==> config.mk <==
export PLATFORM = sky130hd
export DESIGN_NAME = relobi_mux
export DESIGN_NICKNAME = d
export VERILOG_FILES = /design/src/rtl/relobi_mux_pkg.sv /design/src/rtl/relobi_mux_tmr_part.sv /design/src/rtl/relobi_mux.sv
export SDC_FILE = /design/constraint.sdc
export NUM_CORES = 1
export LEC_CHECK = 0
export CORE_AREA = 10 10 129 131
export CTS_CLUSTER_SIZE = 16
export DETAILED_ROUTE_END_ITERATION = 7
export DIE_AREA = 0 0 139 141
export GPL_ROUTABILITY_DRIVEN = 0
export PLACE_DENSITY = 0.75
export SYNTH_ARGS = -nofsm -noshare
export SYNTH_HDL_FRONTEND = slang
export SYNTH_SLANG_ARGS = --single-unit
==> constraint.sdc <==
create_clock -name clk_i -period 6.45 [get_ports clk_i]
set_input_delay 0.645 -clock clk_i [delete_from_list [all_inputs] [get_ports clk_i]]
set_output_delay 0.645 -clock clk_i [all_outputs]
set_load 0.005 [all_outputs]
==> src/rtl/relobi_mux_pkg.sv <==
// Shared types and helpers for the reliable-OBI multiplexer: default OBI
// configuration, TMR'd request/response structs and width helpers.
package relobi_mux_pkg;

    typedef struct packed {
        logic UseRReady;
        logic Integrity;
    } obi_cfg_t;

    localparam obi_cfg_t ObiDefaultConfig = '{UseRReady: 1'b0, Integrity: 1'b0};

    typedef struct packed {
        logic [31:0] addr;
        logic        we;
        logic [3:0]  be;
        logic [31:0] wdata;
        logic [0:0]  aid;
    } relobi_a_chan_t;

    typedef struct packed {
        logic [31:0] rdata;
        logic [0:0]  rid;
        logic        err;
    } relobi_r_chan_t;

    typedef struct packed {
        logic [2:0]     req;
        logic [2:0]     rready;
        relobi_a_chan_t a;
    } relobi_req_t;

    typedef struct packed {
        logic [2:0]     gnt;
        logic [2:0]     rvalid;
        relobi_r_chan_t r;
    } relobi_rsp_t;

    function automatic int unsigned idx_width(input int unsigned num);
        return (num > 1) ? $clog2(num) : 1;
    endfunction

    // Voted bundle: {rr_ptr, wr_ptr, rd_ptr, count, push, winner}
    function automatic int unsigned state_width(input int unsigned num_ports,
                                                input int unsigned num_trans);
        return 2 * idx_width(num_ports) + 3 * idx_width(num_trans) + 2;
    endfunction

endpackage

==> src/rtl/relobi_mux_tmr_part.sv <==
// One replica of the reliable-OBI mux control: round-robin arbiter, index
// FIFO for response routing, counters, and the majority voters on next state.
module relobi_mux_tmr_part
    import relobi_mux_pkg::*;
#(
    parameter int unsigned NumSbrPorts = 2,
    parameter int unsigned NumMaxTrans = 4,
    parameter bit          UseRReady   = 1'b0,
    parameter int unsigned IdxWidth    = idx_width(NumSbrPorts),
    parameter int unsigned StateWidth  = state_width(NumSbrPorts, NumMaxTrans)
) (
    input  logic                   clk_i,
    input  logic                   rst_ni,
    input  logic [NumSbrPorts-1:0] sbr_req_i,
    input  logic [NumSbrPorts-1:0] sbr_rready_i,
    input  logic                   mgr_gnt_i,
    input  logic                   mgr_rvalid_i,
    input  logic [StateWidth-1:0]  state_a_i,
    input  logic [StateWidth-1:0]  state_b_i,
    output logic [NumSbrPorts-1:0] sbr_gnt_o,
    output logic [NumSbrPorts-1:0] sbr_rvalid_o,
    output logic                   mgr_req_o,
    output logic                   mgr_rready_o,
    output logic [IdxWidth-1:0]    winner_o,
    output logic [StateWidth-1:0]  state_o,
    output logic                   mismatch_o,
    output logic                   spurious_o
);

    localparam int unsigned PtrWidth = idx_width(NumMaxTrans);
    localparam int unsigned CntWidth = PtrWidth + 1;

    logic [IdxWidth-1:0]                  rr_ptr_q, rr_ptr_d, winner, head;
    logic [PtrWidth-1:0]                  wr_ptr_q, wr_ptr_d, rd_ptr_q, rd_ptr_d;
    logic [CntWidth-1:0]                  count_q, count_d;
    logic [NumMaxTrans-1:0][IdxWidth-1:0] fifo_q;
    logic                                 any_req, found, full, empty, push, pop;
    int unsigned                          cand;

    logic [StateWidth-1:0] state_vote;
    logic [IdxWidth-1:0]   v_rr_ptr, v_winner;
    logic [PtrWidth-1:0]   v_wr_ptr, v_rd_ptr;
    logic [CntWidth-1:0]   v_count;
    logic                  v_push;

    function automatic logic [PtrWidth-1:0] ptr_inc(input logic [PtrWidth-1:0] ptr);
        return (ptr == PtrWidth'(NumMaxTrans - 1)) ? '0 : ptr + 1'b1;
    endfunction

    // Round-robin search starting at rr_ptr, wrapping at NumSbrPorts
    always_comb begin
        winner = '0;
        found  = 1'b0;
        cand   = 0;
        for (int unsigned i = 0; i < NumSbrPorts; i++) begin
            cand = int'(rr_ptr_q) + i;
            if (cand >= NumSbrPorts) begin
                cand = cand - NumSbrPorts;
            end
            if (!found && sbr_req_i[cand]) begin
                found  = 1'b1;
                winner = IdxWidth'(cand);
            end
        end
    end

    assign any_req   = |sbr_req_i;
    assign full      = (count_q == CntWidth'(NumMaxTrans));
    assign empty     = (count_q == '0);
    assign head      = fifo_q[rd_ptr_q];
    assign mgr_req_o = rst_ni && any_req && !full;
    assign push      = mgr_req_o && mgr_gnt_i;

    // Without UseRReady the subordinate side always accepts responses
    assign mgr_rready_o = UseRReady ? sbr_rready_i[head] : 1'b1;
    assign pop          = rst_ni && mgr_rvalid_i && mgr_rready_o && !empty;
    assign spurious_o   = rst_ni && mgr_rvalid_i && empty;

    always_comb begin
        sbr_gnt_o    = '0;
        sbr_rvalid_o = '0;
        for (int unsigned p = 0; p < NumSbrPorts; p++) begin
            sbr_gnt_o[p]    = push && (winner == IdxWidth'(p));
            sbr_rvalid_o[p] = rst_ni && mgr_rvalid_i && !empty && (head == IdxWidth'(p));
        end
    end

    always_comb begin
        rr_ptr_d = rr_ptr_q;
        wr_ptr_d = wr_ptr_q;
        rd_ptr_d = rd_ptr_q;
        count_d  = count_q;
        if (push) begin
            rr_ptr_d = (winner == IdxWidth'(NumSbrPorts - 1)) ? '0 : winner + 1'b1;
            wr_ptr_d = ptr_inc(wr_ptr_q);
        end
        if (pop) begin
            rd_ptr_d = ptr_inc(rd_ptr_q);
        end
        case ({push, pop})
            2'b10:   count_d = count_q + 1'b1;
            2'b01:   count_d = count_q - 1'b1;
            default: count_d = count_q;
        endcase
    end

    assign state_o    = {rr_ptr_d, wr_ptr_d, rd_ptr_d, count_d, push, winner};
    assign state_vote = (state_o & state_a_i) | (state_o & state_b_i) | (state_a_i & state_b_i);
    assign mismatch_o = rst_ni && (|((state_o ^ state_a_i) | (state_o ^ state_b_i)));
    assign {v_rr_ptr, v_wr_ptr, v_rd_ptr, v_count, v_push, v_winner} = state_vote;
    assign winner_o   = winner;

    // Registers load only voted values so a lone upset replica is outvoted
    always_ff @(posedge clk_i or negedge rst_ni) begin
        if (!rst_ni) begin
            rr_ptr_q <= '0;
            wr_ptr_q <= '0;
            rd_ptr_q <= '0;
            count_q  <= '0;
            fifo_q   <= '0;
        end else begin
            rr_ptr_q <= v_rr_ptr;
            wr_ptr_q <= v_wr_ptr;
            rd_ptr_q <= v_rd_ptr;
            count_q  <= v_count;
            if (v_push) begin
                fifo_q[wr_ptr_q] <= v_winner;
            end
        end
    end

endmodule

==> src/rtl/relobi_mux.sv <==
// Reliable-OBI N:1 multiplexer: three voted control replicas arbitrate the
// subordinate ports onto one manager port and route responses in order.
module relobi_mux
    import relobi_mux_pkg::*;
#(
    parameter obi_cfg_t    ObiCfg       = ObiDefaultConfig,
    parameter type         obi_req_t    = relobi_req_t,
    parameter type         obi_rsp_t    = relobi_rsp_t,
    parameter type         obi_r_chan_t = relobi_r_chan_t,
    parameter int unsigned NumSbrPorts  = 2,
    parameter int unsigned NumMaxTrans  = 4,
    parameter int unsigned IdxWidth     = idx_width(NumSbrPorts)
) (
    input  logic                       clk_i,
    input  logic                       rst_ni,
    input  obi_req_t [NumSbrPorts-1:0] sbr_ports_req_i,
    output obi_rsp_t [NumSbrPorts-1:0] sbr_ports_rsp_o,
    output obi_req_t                   mgr_port_req_o,
    input  obi_rsp_t                   mgr_port_rsp_i,
    output logic [1:0]                 fault_o
);

    localparam int unsigned StateWidth = state_width(NumSbrPorts, NumMaxTrans);

    if (ObiCfg.Integrity) begin : gen_integrity_unsupported
        $fatal(1, "relobi_mux: Integrity=1 is not supported");
    end
    if (NumSbrPorts < 1 || NumMaxTrans < 1) begin : gen_bad_params
        $fatal(1, "relobi_mux: NumSbrPorts and NumMaxTrans must be at least 1");
    end

    logic [2:0][NumSbrPorts-1:0] rep_req, rep_rready, rep_gnt, rep_rvalid;
    logic [2:0][StateWidth-1:0]  rep_state;
    logic [2:0][IdxWidth-1:0]    rep_winner;
    logic [2:0]                  rep_mgr_req, rep_mgr_rready, rep_mismatch, rep_spurious;
    logic [IdxWidth-1:0]         a_vote, a_idx;
    logic                        a_mismatch;
    obi_r_chan_t                 r_bcast;

    // Replica k only ever sees lane k of each triplicated handshake signal
    always_comb begin
        rep_req    = '0;
        rep_rready = '0;
        for (int unsigned k = 0; k < 3; k++) begin
            for (int unsigned p = 0; p < NumSbrPorts; p++) begin
                rep_req[k][p]    = sbr_ports_req_i[p].req[k];
                rep_rready[k][p] = sbr_ports_req_i[p].rready[k];
            end
        end
    end

    for (genvar k = 0; k < 3; k++) begin : gen_part
        (* dont_touch = "true" *)
        relobi_mux_tmr_part #(
            .NumSbrPorts (NumSbrPorts),
            .NumMaxTrans (NumMaxTrans),
            .UseRReady   (ObiCfg.UseRReady),
            .IdxWidth    (IdxWidth),
            .StateWidth  (StateWidth)
        ) i_part (
            .clk_i        (clk_i),
            .rst_ni       (rst_ni),
            .sbr_req_i    (rep_req[k]),
            .sbr_rready_i (rep_rready[k]),
            .mgr_gnt_i    (mgr_port_rsp_i.gnt[k]),
            .mgr_rvalid_i (mgr_port_rsp_i.rvalid[k]),
            .state_a_i    (rep_state[(k + 1) % 3]),
            .state_b_i    (rep_state[(k + 2) % 3]),
            .sbr_gnt_o    (rep_gnt[k]),
            .sbr_rvalid_o (rep_rvalid[k]),
            .mgr_req_o    (rep_mgr_req[k]),
            .mgr_rready_o (rep_mgr_rready[k]),
            .winner_o     (rep_winner[k]),
            .state_o      (rep_state[k]),
            .mismatch_o   (rep_mismatch[k]),
            .spurious_o   (rep_spurious[k])
        );
    end

    assign a_vote = (rep_winner[0] & rep_winner[1]) | (rep_winner[0] & rep_winner[2]) |
                    (rep_winner[1] & rep_winner[2]);
    assign a_mismatch = rst_ni && ((rep_winner[0] != rep_winner[1]) ||
                                   (rep_winner[0] != rep_winner[2]));
    assign a_idx = (int'(a_vote) < NumSbrPorts) ? a_vote : '0;

    always_comb begin
        mgr_port_req_o        = '0;
        mgr_port_req_o.a      = sbr_ports_req_i[a_idx].a;
        mgr_port_req_o.req    = rep_mgr_req;
        mgr_port_req_o.rready = rep_mgr_rready;
    end

    assign r_bcast = mgr_port_rsp_i.r;

    // r data is broadcast; only the head port of each replica sees rvalid
    always_comb begin
        sbr_ports_rsp_o = '0;
        for (int unsigned p = 0; p < NumSbrPorts; p++) begin
            sbr_ports_rsp_o[p].r = r_bcast;
            for (int unsigned k = 0; k < 3; k++) begin
                sbr_ports_rsp_o[p].gnt[k]    = rep_gnt[k][p];
                sbr_ports_rsp_o[p].rvalid[k] = rep_rvalid[k][p];
            end
        end
    end

    assign fault_o[0] = (|rep_mismatch) | a_mismatch;
    assign fault_o[1] = |rep_spurious;

endmodule
Word-level counts from Yosys, hierarchy flattened
Index checks and enable logic that the tools add are counted.
- input port bits: 194
- bits in registers: 36
- eq/ne operators: 17
- $add $sub $neg: 24
- bitwise gates (word level): 27
- $lt $le $gt $ge: 22
- muxes and demuxes: 65
- reductions and logical operators: 61
- operators by type and width (cell ; number):
    32-bit by 2-bit < comparator with 1-bit output (second input constant) ; 6
    32-bit two-way mux ; 6
    70-bit two-way mux ; 2
    32-bit by 2-bit greater-or-equal comparator with 1-bit output (second input constant) ; 3
    32-bit by 2-bit subtractor with 32-bit output (second input constant) ; 3
    10-bit bitwise OR ; 9
    1-bit logical AND ; 40
    1-bit two-way mux ; 33
    10-bit AND ; 3
    10-bit OR reduction ; 3
    10-bit bitwise XOR ; 3
    2-bit two-way mux ; 12
    2-bit == test (second input constant) ; 9
    2-bit by 3-bit < comparator with 1-bit output (second input constant) ; 6
    3-bit one-hot mux with 2 select lines ; 3
    2-bit by 1-bit adder with 2-bit output (second input constant) ; 6
    4-bit bitwise mux ; 3
    3-bit by 1-bit adder with 3-bit output (second input constant) ; 3
    3-bit == test (second input constant) ; 3
    1-bit logical NOT ; 9
    3-bit logical NOT ; 3
    1-bit by 2-bit subtractor with 3-bit output (second input constant) ; 3
    3-bit by 1-bit subtractor with 3-bit output (second input constant) ; 3
    1-bit by 1-bit adder with 2-bit output (second input constant) ; 3
    other kinds (14) ; 39

Longest topological paths before layout
- word-level depth: 17
- mapped depth: 12
- depth with buffers taken out: 12

By module
A second synthesis with hierarchy kept.
- cell total of the unflattened synthesis: 458
- area, all modules: 4753.3 um^2
- modules (own cells, without submodules) (module ; instances ; cells each ; area each (um^2) ; sequential area each (um^2)):
    relobi_mux_tmr_part ; 3 ; 102 ; 1114.8 ; 300.3
    relobi_mux ; 1 ; 152 ; 1408.9 ; 0.0

Worst setup path after synthesis
No wires, ideal clock.
- path kind: input-to-output
- start point: input sbr_ports_req_i[151] (netlist name)
- end point: output fault_o[0]
- stages on the path: 12
- data required time: 5.805 ns
- arrival: 2.958 ns
- setup slack: 2.847 ns
- buffers on the path: 0
- path through: o21ai_2 -> a211oi_4 -> inv_2 -> ha_1 -> fa_1 -> xnor2_1 -> nor2_1 -> xor2_1 -> ha_1 -> nor4_1 -> nand4_1 -> o21a_1
- longest elaborated chain between the ends: 15
- elaborated cells on any way between the ends: 36
- classes of those cells: add/sub: 1; eq/ne: 3; mux: 11; bitwise: 6; reduce/logical: 15
- RTL lines (element ; line ; RTL):
    start, declared ; relobi_mux.sv:16 ; input obi_req_t [NumSbrPorts-1:0] sbr_ports_req_i,
    1-bit two-way mux (not written as such) (2 in a row) ; relobi_mux_tmr_part.sv:60 ; if (!found && sbr_req_i[cand]) begin
    1-bit two-way mux ; relobi_mux_tmr_part.sv:60 ;
    1-bit logical NOT ; relobi_mux_tmr_part.sv:60 ;
    1-bit logical AND ; relobi_mux_tmr_part.sv:60 ;
    1-bit two-way mux ; relobi_mux_tmr_part.sv:60 ;
    1-bit adder ; relobi_mux_tmr_part.sv:94 ; rr_ptr_d = (winner == IdxWidth'(NumSbrPorts - 1)) ? '0 : winner + 1'b1;
    1-bit two-way mux ; relobi_mux_tmr_part.sv:94 ;
    1-bit two-way mux ; relobi_mux_tmr_part.sv:93 ; if (push) begin
    10-bit bitwise XOR ; relobi_mux_tmr_part.sv:109 ; assign mismatch_o = rst_ni && (|((state_o ^ state_a_i) | (state_o ^ state_b_i)));
    10-bit bitwise OR ; relobi_mux_tmr_part.sv:109 ;
    10-bit OR reduction ; relobi_mux_tmr_part.sv:109 ;
    1-bit logical AND ; relobi_mux_tmr_part.sv:109 ;
    3-bit OR reduction ; relobi_mux.sv:107 ; assign fault_o[0] = (|rep_mismatch) | a_mismatch;
    1-bit bitwise OR (*) ; relobi_mux.sv:107 ;
    end, declared ; relobi_mux.sv:20 ; output logic [1:0] fault_o
Every way passes the cells marked *; elsewhere a longest branch is shown, timed or not. The select of a mux whose other input is x is not followed.

Worst setup path after layout
- start point: input rst_ni
- end point: output fault_o[0]
- longest elaborated chain between the ends: 11
- elaborated cells on any way between the ends: 48
- classes of those cells: eq/ne: 6; mux: 12; bitwise: 7; reduce/logical: 23
- RTL lines (element ; line ; RTL):
    start, declared ; relobi_mux.sv:15 ; input logic rst_ni,
    1-bit logical AND (2 in a row) ; relobi_mux_tmr_part.sv:71 ; assign mgr_req_o = rst_ni && any_req && !full;
    1-bit logical AND ; relobi_mux_tmr_part.sv:72 ; assign push = mgr_req_o && mgr_gnt_i;
    2-bit by 1-bit == test with 1-bit output / 2-bit == test (equally long branches) ; relobi_mux_tmr_part.sv:100 ; case ({push, pop})
    3-bit one-hot mux with 2 select lines ; relobi_mux_tmr_part.sv:100 ;
    10-bit bitwise XOR ; relobi_mux_tmr_part.sv:109 ;
    10-bit bitwise OR ; relobi_mux_tmr_part.sv:109 ;
    10-bit OR reduction ; relobi_mux_tmr_part.sv:109 ;
    1-bit logical AND ; relobi_mux_tmr_part.sv:109 ;
    3-bit OR reduction ; relobi_mux.sv:107 ;
    1-bit bitwise OR (*) ; relobi_mux.sv:107 ;
Every way passes the cells marked *; elsewhere a longest branch is shown, timed or not.

==> key figures <==
Yosys
  – Seq cells post-synth: 36
  – Number of flops mapped to enable cells by yosys: 0
  – Post-Syn Area: 0.00405 mm^2
  – Yosys warnings: 0
  – Synth cell types: 33
  – Most common flop cell mapped by yosys: dfrtp_1
  – Post-synth ARST share: 100%
  – Synth Instances: 400
  – Seq/Total Area, Yosys: about 22%
  – Syn avg cell area: between 10 and 15 um^2

Critical path
  – Worst path required time: a little under 6 ns
  – CP Data Arrival Time: 4.53 ns
  – Worst Setup Start Kind: input port
  – Flop2flop setup slack: 3.46 ns
  – Crit path max fanout: 21
  – Worst r2r src: gen_part[1].i_part.count_q[0]$_DFF_PN0_
  – Setup crit end kind: primary output
  – Critical path type: input port to primary output
  – Crit path from: rst_ni

Routing
  – DRT antenna net count: 0
  – Via/cell ratio: about 4.8
  – Routed len/inst: 23.2 um
  – DRT Wirelength: between 15000 and 20000 um
  – Initial DRC Count: 194
  – Post-route DRC: 0
  – DR pass1 iterations: 4
  – DR vias: 3589

Clocking
  – Clock Tree Buf Depth: 2
  – Clk_lat worst skew: ~0.28 ns
  – H-tree level count: 2
  – CTS tree: built
  – CTS sink count: 36
  – Hold-fix buffers, CTS: 0
  – CTS clk-pin slew, worst paths: approximately 0.050 ns
  – CTS root buf: clkbuf_16
  – Post-CTS sizing: 0
  – Num CTS Buffers: 5
  – Post CTS Setup Buffer Count: 0

Timing
  – Worst Tran Pin Value: around 1.0 ns
  – Skew final: 0.00522 ns
  – Fmax: around 0.19 GHz
  – RSZ-0062 raised after global routing: false
  – Setup TNS: 0 ns
  – Final setup violation count: 0
  – Fin. max-slew vios: 0
  – Final Hold Fails: 0
  – Final Critical Period: 5.17 ns
  – Max_slew headroom: between 30% and 40%
  – Crit share post-route: ~80%

Run status
  – Status: completed

Place
  – IO Port Bufs: 240
  – DP Area: between 0.006 and 0.007 mm^2
  – Post-DP HPWL: roughly 15000 um
  – Placed instance count: around 740

Cells and area
  – Net count, final: 810
  – Non-filler instance count after layout: around 750
  – Final Cell Area: 0.00624 mm^2
  – Commonest non-fill, non-tap cell in the layout: clkdlybuf4s50_1
  – Area grow syn2layout: 54.0%
  – Fraction of layout cells with a size suffix above 1: between 10% and 20%
  – Leading cell types in the layout, fill and taps excluded: 239 x clkdlybuf4s50_1, 76 x mux2_2, 48 x ha_1

GRT
  – Largest net degree at the start of global routing: 83
  – Initial antenna violation count: 3
  – First-pass GRT wire length: 25600 um
  – Grt total ovfl: 0
  – All-Layer GR Usage: roughly 17%
  – Vias in the first global route: ~4200

Die
  – Die Wd: roughly 140 um
  – Top Ports: approximately 350
  – Die area: 0.0196 mm^2
  – Initial Utilization: between 20% and 30%
  – Core area: about 0.014 mm^2
  – Die Span Y: between 100 and 150 um
  – Core Rows: 44

Power
  – Pwr Density: between 200 and 250 mW/mm^2
  – Maximum VDD drop: ~0.14 mV
  – Tot Pwr: between 1000 and 1500 uW
  – Leakage: roughly 0.0025 uW

Job
  – Max Cap Viol: 0

Min path
  – HP Class: input port to asynchronous set/reset pin
-- sequential cells by signal, summed over array words and instances, names as in the netlist --
name	cells
gen_part.i_part.rr_ptr_q	3
gen_part.i_part.fifo_q	12
gen_part.i_part.wr_ptr_q	6
gen_part.i_part.count_q	9
gen_part.i_part.rd_ptr_q	6
-- cell usage after synthesis, types with 2 or more instances --
| cell type | n | area share (%) |
|---|---|---|
| xnor2_1 | 6 | 1.3 |
| nand4_1 | 2 | 0.31 |
| ha_1 | 48 | 15 |
| a211oi_4 | 3 | 1.5 |
| nor4_1 | 7 | 1.1 |
| a21o_1 | 3 | 0.56 |
| nor2b_1 | 3 | 0.46 |
| o21ai_0 | 3 | 0.37 |
| buf_2 | 7 | 0.86 |
| or3_1 | 25 | 3.9 |
| mux2_2 | 76 | 21 |
| nor3_1 | 6 | 0.74 |
| fa_1 | 3 | 1.5 |
| mux4_2 | 3 | 1.7 |
| inv_2 | 3 | 0.28 |
| and2_1 | 3 | 0.46 |
| a21oi_1 | 15 | 1.9 |
| o311ai_2 | 3 | 1.2 |
| dfrtp_1 | 36 | 22 |
| o21ai_2 | 3 | 0.65 |
| nor2_1 | 16 | 1.5 |
| buf_4 | 74 | 14 |
| inv_1 | 18 | 1.7 |
| clkbuf_1 | 5 | 0.46 |
| a31oi_1 | 12 | 1.9 |
| mux2_1 | 8 | 2.2 |
| xor2_1 | 3 | 0.65 |
-- cells by family (layout without fill, tap and decap cells) --
| family | Yosys count | count (layout) | share of synthesized area (%) |
|---|---|---|---|
| AOI/OAI and AO/OA | 45 | 45 | 8.52 |
| xor gates and xnor gates | 9 | 9 | 1.94 |
| adders and majority gates | 51 | 51 | 16.3 |
| buffers and inverters | 107 | 270 | 17.0 |
| DFF | 36 | 36 | 22.2 |
| muxes | 88 | 88 | 25.4 |
| other | 1 | 6 | 0.0925 |
| and+or+nand+nor | 63 | 63 | 8.58 |
-- critical path: stages --
cell and delay, ns:
buf_2 0.44, o21ai_2 0.20, a211oi_4 0.48, inv_2 0.11, ha_1 0.27, fa_1 0.39
xnor2_1 0.13, nor2_1 0.11, xor2_1 0.24, ha_1 0.28, nor4_1 0.39, nand4_1 0.14
o21a_1 0.22, clkdlybuf4s50_1 0.45
-- routing by layer --
layer	wire length (um)	global-route usage [%]	up-vias
li1	-	-	1677
met1	5770	15.4	1700
met2	9630	32.3	195
met3	1720	7.96	17
met4	350	5.49	0
met5	0	0	-
-- path summary, 6_finish.rpt --
check / cells past startpoint / end
min in group clk_i: 2 / gen_part[0].i_part.fifo_q[1]$_DFFE_PN0P_
hold reg to reg: 2 / gen_part[0].i_part.fifo_q[1]$_DFFE_PN0P_
hold / removal: 1 / gen_part[2].i_part.count_q[2]$_DFF_PN0_
setup reg to reg: 10 / gen_part[1].i_part.count_q[2]$_DFF_PN0_
setup / recovery: 14 / fault_o[0]
max in group asynchronous: 2 / gen_part[1].i_part.fifo_q[3]$_DFFE_PN0P_
-- report_power, final --
group          leakage, uW  switching (uW)  internal, uW  total, uW
registers         0.000388            99.9           314        414
clock network    0.0000667            85.9           140        226
logic              0.00205             357           487        844
-- per-stage QoR --
step / setup slack, ns / util [%] / hold slack (ns)
final: 1.28 / 43.9 / 0.355
after global routing: 1.03 / 43.9 / 0.382
after CTS: 1.28 / 43.9 / 0.360
after detailed placement: 1.33 / 42.9 / 0.538
after global placement: 1.43 / 42.9 / 0.523
after floorplan: 2.85 / - / 0.349
-- cell type report --
| type | count | area (um^2) |
|---|---|---|
| fill | 1380 | 7960 |
| multi-input combinational | 259 | 2480 |
| timing repair buffer | 242 | 2410 |
| sequential | 36 | 901 |
| tap | 184 | 230 |
| clock buffer | 6 | 129 |
| inverter | 21 | 78.8 |
| antenna | 3 | 7.51 |
| clock inverter | 1 | 5.00 |
Power figures use the tool's default switching activity.
==> variant (same settings) <==
`NumSbrPorts` is set to 2 in 2 places; all go to 1.
--- a/src/rtl/relobi_mux_tmr_part.sv
+++ b/src/rtl/relobi_mux_tmr_part.sv
@@ -3,7 +3,7 @@
 module relobi_mux_tmr_part
     import relobi_mux_pkg::*;
 #(
-    parameter int unsigned NumSbrPorts = 2,
+    parameter int unsigned NumSbrPorts = 1,
     parameter int unsigned NumMaxTrans = 4,
     parameter bit          UseRReady   = 1'b0,
     parameter int unsigned IdxWidth    = idx_width(NumSbrPorts),
--- a/src/rtl/relobi_mux.sv
+++ b/src/rtl/relobi_mux.sv
@@ -7,7 +7,7 @@
     parameter type         obi_req_t    = relobi_req_t,
     parameter type         obi_rsp_t    = relobi_rsp_t,
     parameter type         obi_r_chan_t = relobi_r_chan_t,
-    parameter int unsigned NumSbrPorts  = 2,
+    parameter int unsigned NumSbrPorts  = 1,
     parameter int unsigned NumMaxTrans  = 4,
     parameter int unsigned IdxWidth     = idx_width(NumSbrPorts)
 ) (
Ports: changed (resized sbr_ports_req_i and sbr_ports_rsp_o); port bits go from 352 to 236. No check against the original RTL was run, so the function may have changed too.
==> variant against the unedited design <==
Area after synthesis fell by 34%; global-route usage fell by 12 points; cell area fell by 62%; register-to-register slack improved by 0.15 ns; routed wire length fell by 72%; sequential cell count fell by 12; power fell by 55%; final cell count fell by 50%; fmax fell by 0.76%; first-iteration DRC count fell by 63%; setup slack got worse by 0.039 ns; critical path type unchanged; largest power group unchanged.
==> variant: results (changes against the unedited design) <==
- Worst hold path class: reg2reg (was in2async)
- Min-delay src: gen_part[0].i_part.rd_ptr_q[1]
- DRC Markers: 0 (unchanged)
- DRT iter0 DRCs: 72 (was 194)
- Num CTS Buffers: 3 (was 5)
- Largest net degree at the start of global routing: 31 (was 83)
- Port Buf Inserts: 21 (was 240)
- Synth async-reset ratio: 100.0% (unchanged)
- Clock Skews: 0.005673 ns (was 0.005221 ns)
- Final Max Slew Viols: 0 (unchanged)
- Share of layout cells above drive strength 1: 14.74% (was 18.05%)
- Warnings, synthesis: 0 (unchanged)
- Crit path from: rst_ni (unchanged)
- Final Net Count: 346 (was 810)
- N_diodes: 0 (was 3)
- CTS max path bufs: 2 (unchanged)
- Vias in the first global route: 1,639 (was 4,181)
- Pre-CTS setup slack: 1.162 ns (was 1.331 ns)
- Static leakage: 0.0009284 uW (was 0.002503 uW)
- GRT Util Overall: 5.114% (was 16.92%)
- CP Data Arrival Time: 4.57 ns (was 4.53 ns)
- H-tree depth: 1 (was 2)
- Post-synthesis cell type count: 31 (was 33)
- Final WL: 4.959 mm (was 17.47 mm)
- CTS root buf: clkbuf_16 (unchanged)
- First-pass GRT wire length: 8.204 mm (was 25.56 mm)
- Post-DP HPWL: 4.090 mm (was 15.35 mm)
- Vias per std cell: 3.906 (was 4.773)
- RR Startpoint: gen_part[2].i_part.count_q[0] (was gen_part[1].i_part.count_q[0])
- Largest registers: gen_part.i_part.count_q x9, gen_part.i_part.rd_ptr_q x6, gen_part.i_part.wr_ptr_q x6 (was gen_part.i_part.fifo_q x12, gen_part.i_part.count_q x9)
- Initial antenna violation count: 0 (was 3)
- Gate Count Post-Synth: 280 (was 400)
- Post-synthesis sequential area ratio: 22.35% (was 22.22%)
- Maximum VDD drop: 126.6 uV (was 142.2 uV)
- DP Cell Count: 371 (was 742)
- Setup Fix Bufs, Post-CTS: 0 (unchanged)
- Top cells by area, synth: buf_4, dfrtp_1, ha_1 (was dfrtp_1, mux2_2, ha_1)
- DR vias: 1,461 (was 3,589)
- Drt pass-1 iters: 4 (unchanged)
- Worst-Skew Late Latency: 0.26 ns (was 0.28 ns)
- Clock-pin slew on the worst setup and hold paths: ~0.060 ns
- Synth cell count leaders: buf_4, ha_1, dfrtp_1, or3_1, nor2_1 (was mux2_2, buf_4, ha_1, dfrtp_1, or3_1)
- Post-cts sizing count: 0 (unchanged)
- Status: finished clean (unchanged)
- Synth Flop Type: dfrtp_1 (unchanged)
- Critical-path maximum fanout: 30 (was 21)
- # fillers: 1,559 (was 1,380)
## variant: cell count changes after synthesis, sizes merged, moves of 9 or more
cell	change
mux2	-70
buf	+36
inv	-16
ha	-15
dfrtp	-12
a31oi	-11
a21oi	-9
## variant: final cells by class
type | instances | area (um2) | share of cell area [%]
clock buffer | 3 | 75.07 | 3.205
sequential | 24 | 600.6 | 25.64
multi-input combinational | 136 | 1200 | 51.23
inverter | 5 | 18.77 | 0.8013
timing repair buffer | 22 | 217.7 | 9.295
tap | 184 | 230.2 | 9.829
## variant: through the flow
step / power [uW] / area, um2
3_3_place_gp: 526.1 / 2267
5_1_grt: 741.9 / 2342
3_5_place_dp: 545.6 / 2267
6_report: 674.6 / 2342
2_1_floorplan: 504.8 / 2695
4_1_cts: 682.1 / 2342
## variant: layer usage
layer	routed length, um	vias to the layer above	global-route usage [%]
met5	0	-	0
met4	325	0	4.558
met1	1830	702	4.831
met2	2234	62	7.994
li1	-	657	-
met3	569	40	2.721
## variant: where the power goes
part | leakage, uW | total, uW | internal (uW) | switching, uW
Sequential | 0.000258 | 216 | 184 | 32.2
Combinational | 0.000634 | 327 | 168 | 159
Clock | 0.0000370 | 132 | 81.9 | 50.1
## variant: cells by family after synthesis
logic type      Yosys count  share of synthesized area, %
mux                      15                         6.844
other cells               1                        0.1395
simple gates             61                         13.36
flops                    24                         22.35
xor+xnor                  9                         2.933
compound gates           12                         3.492
fa+ha+maj                36                         17.60
buf+inv                 122                         33.29
## variant: worst max-delay path, stage by stage
cell             delay [ns]
clkdlybuf4s50_1        0.68
buf_4                  0.41
and3_4                 0.30
ha_1                   0.22
fa_1                   0.43
mux2_2                 0.30
ha_1                   0.30
nor4_1                 0.32
nand4_1                0.14
o31a_1                 0.35
clkdlybuf4s50_1        0.48
## variant: final timing paths
kind / slack [ns] / depth (start not counted) / endpoint
worst max-delay path: 1.24 / 11 / fault_o[0]
worst min-delay path: 0.81 / 3 / gen_part[2].i_part.rd_ptr_q[1]
worst max register to register: 3.61 / 10 / gen_part[0].i_part.count_q[2]
worst min register to register: 0.81 / 3 / gen_part[2].i_part.rd_ptr_q[1]
max in group asynchronous: 5.11 / 2 / gen_part[1].i_part.wr_ptr_q[1]
min in group asynchronous: 1.07 / 2 / gen_part[0].i_part.count_q[1]
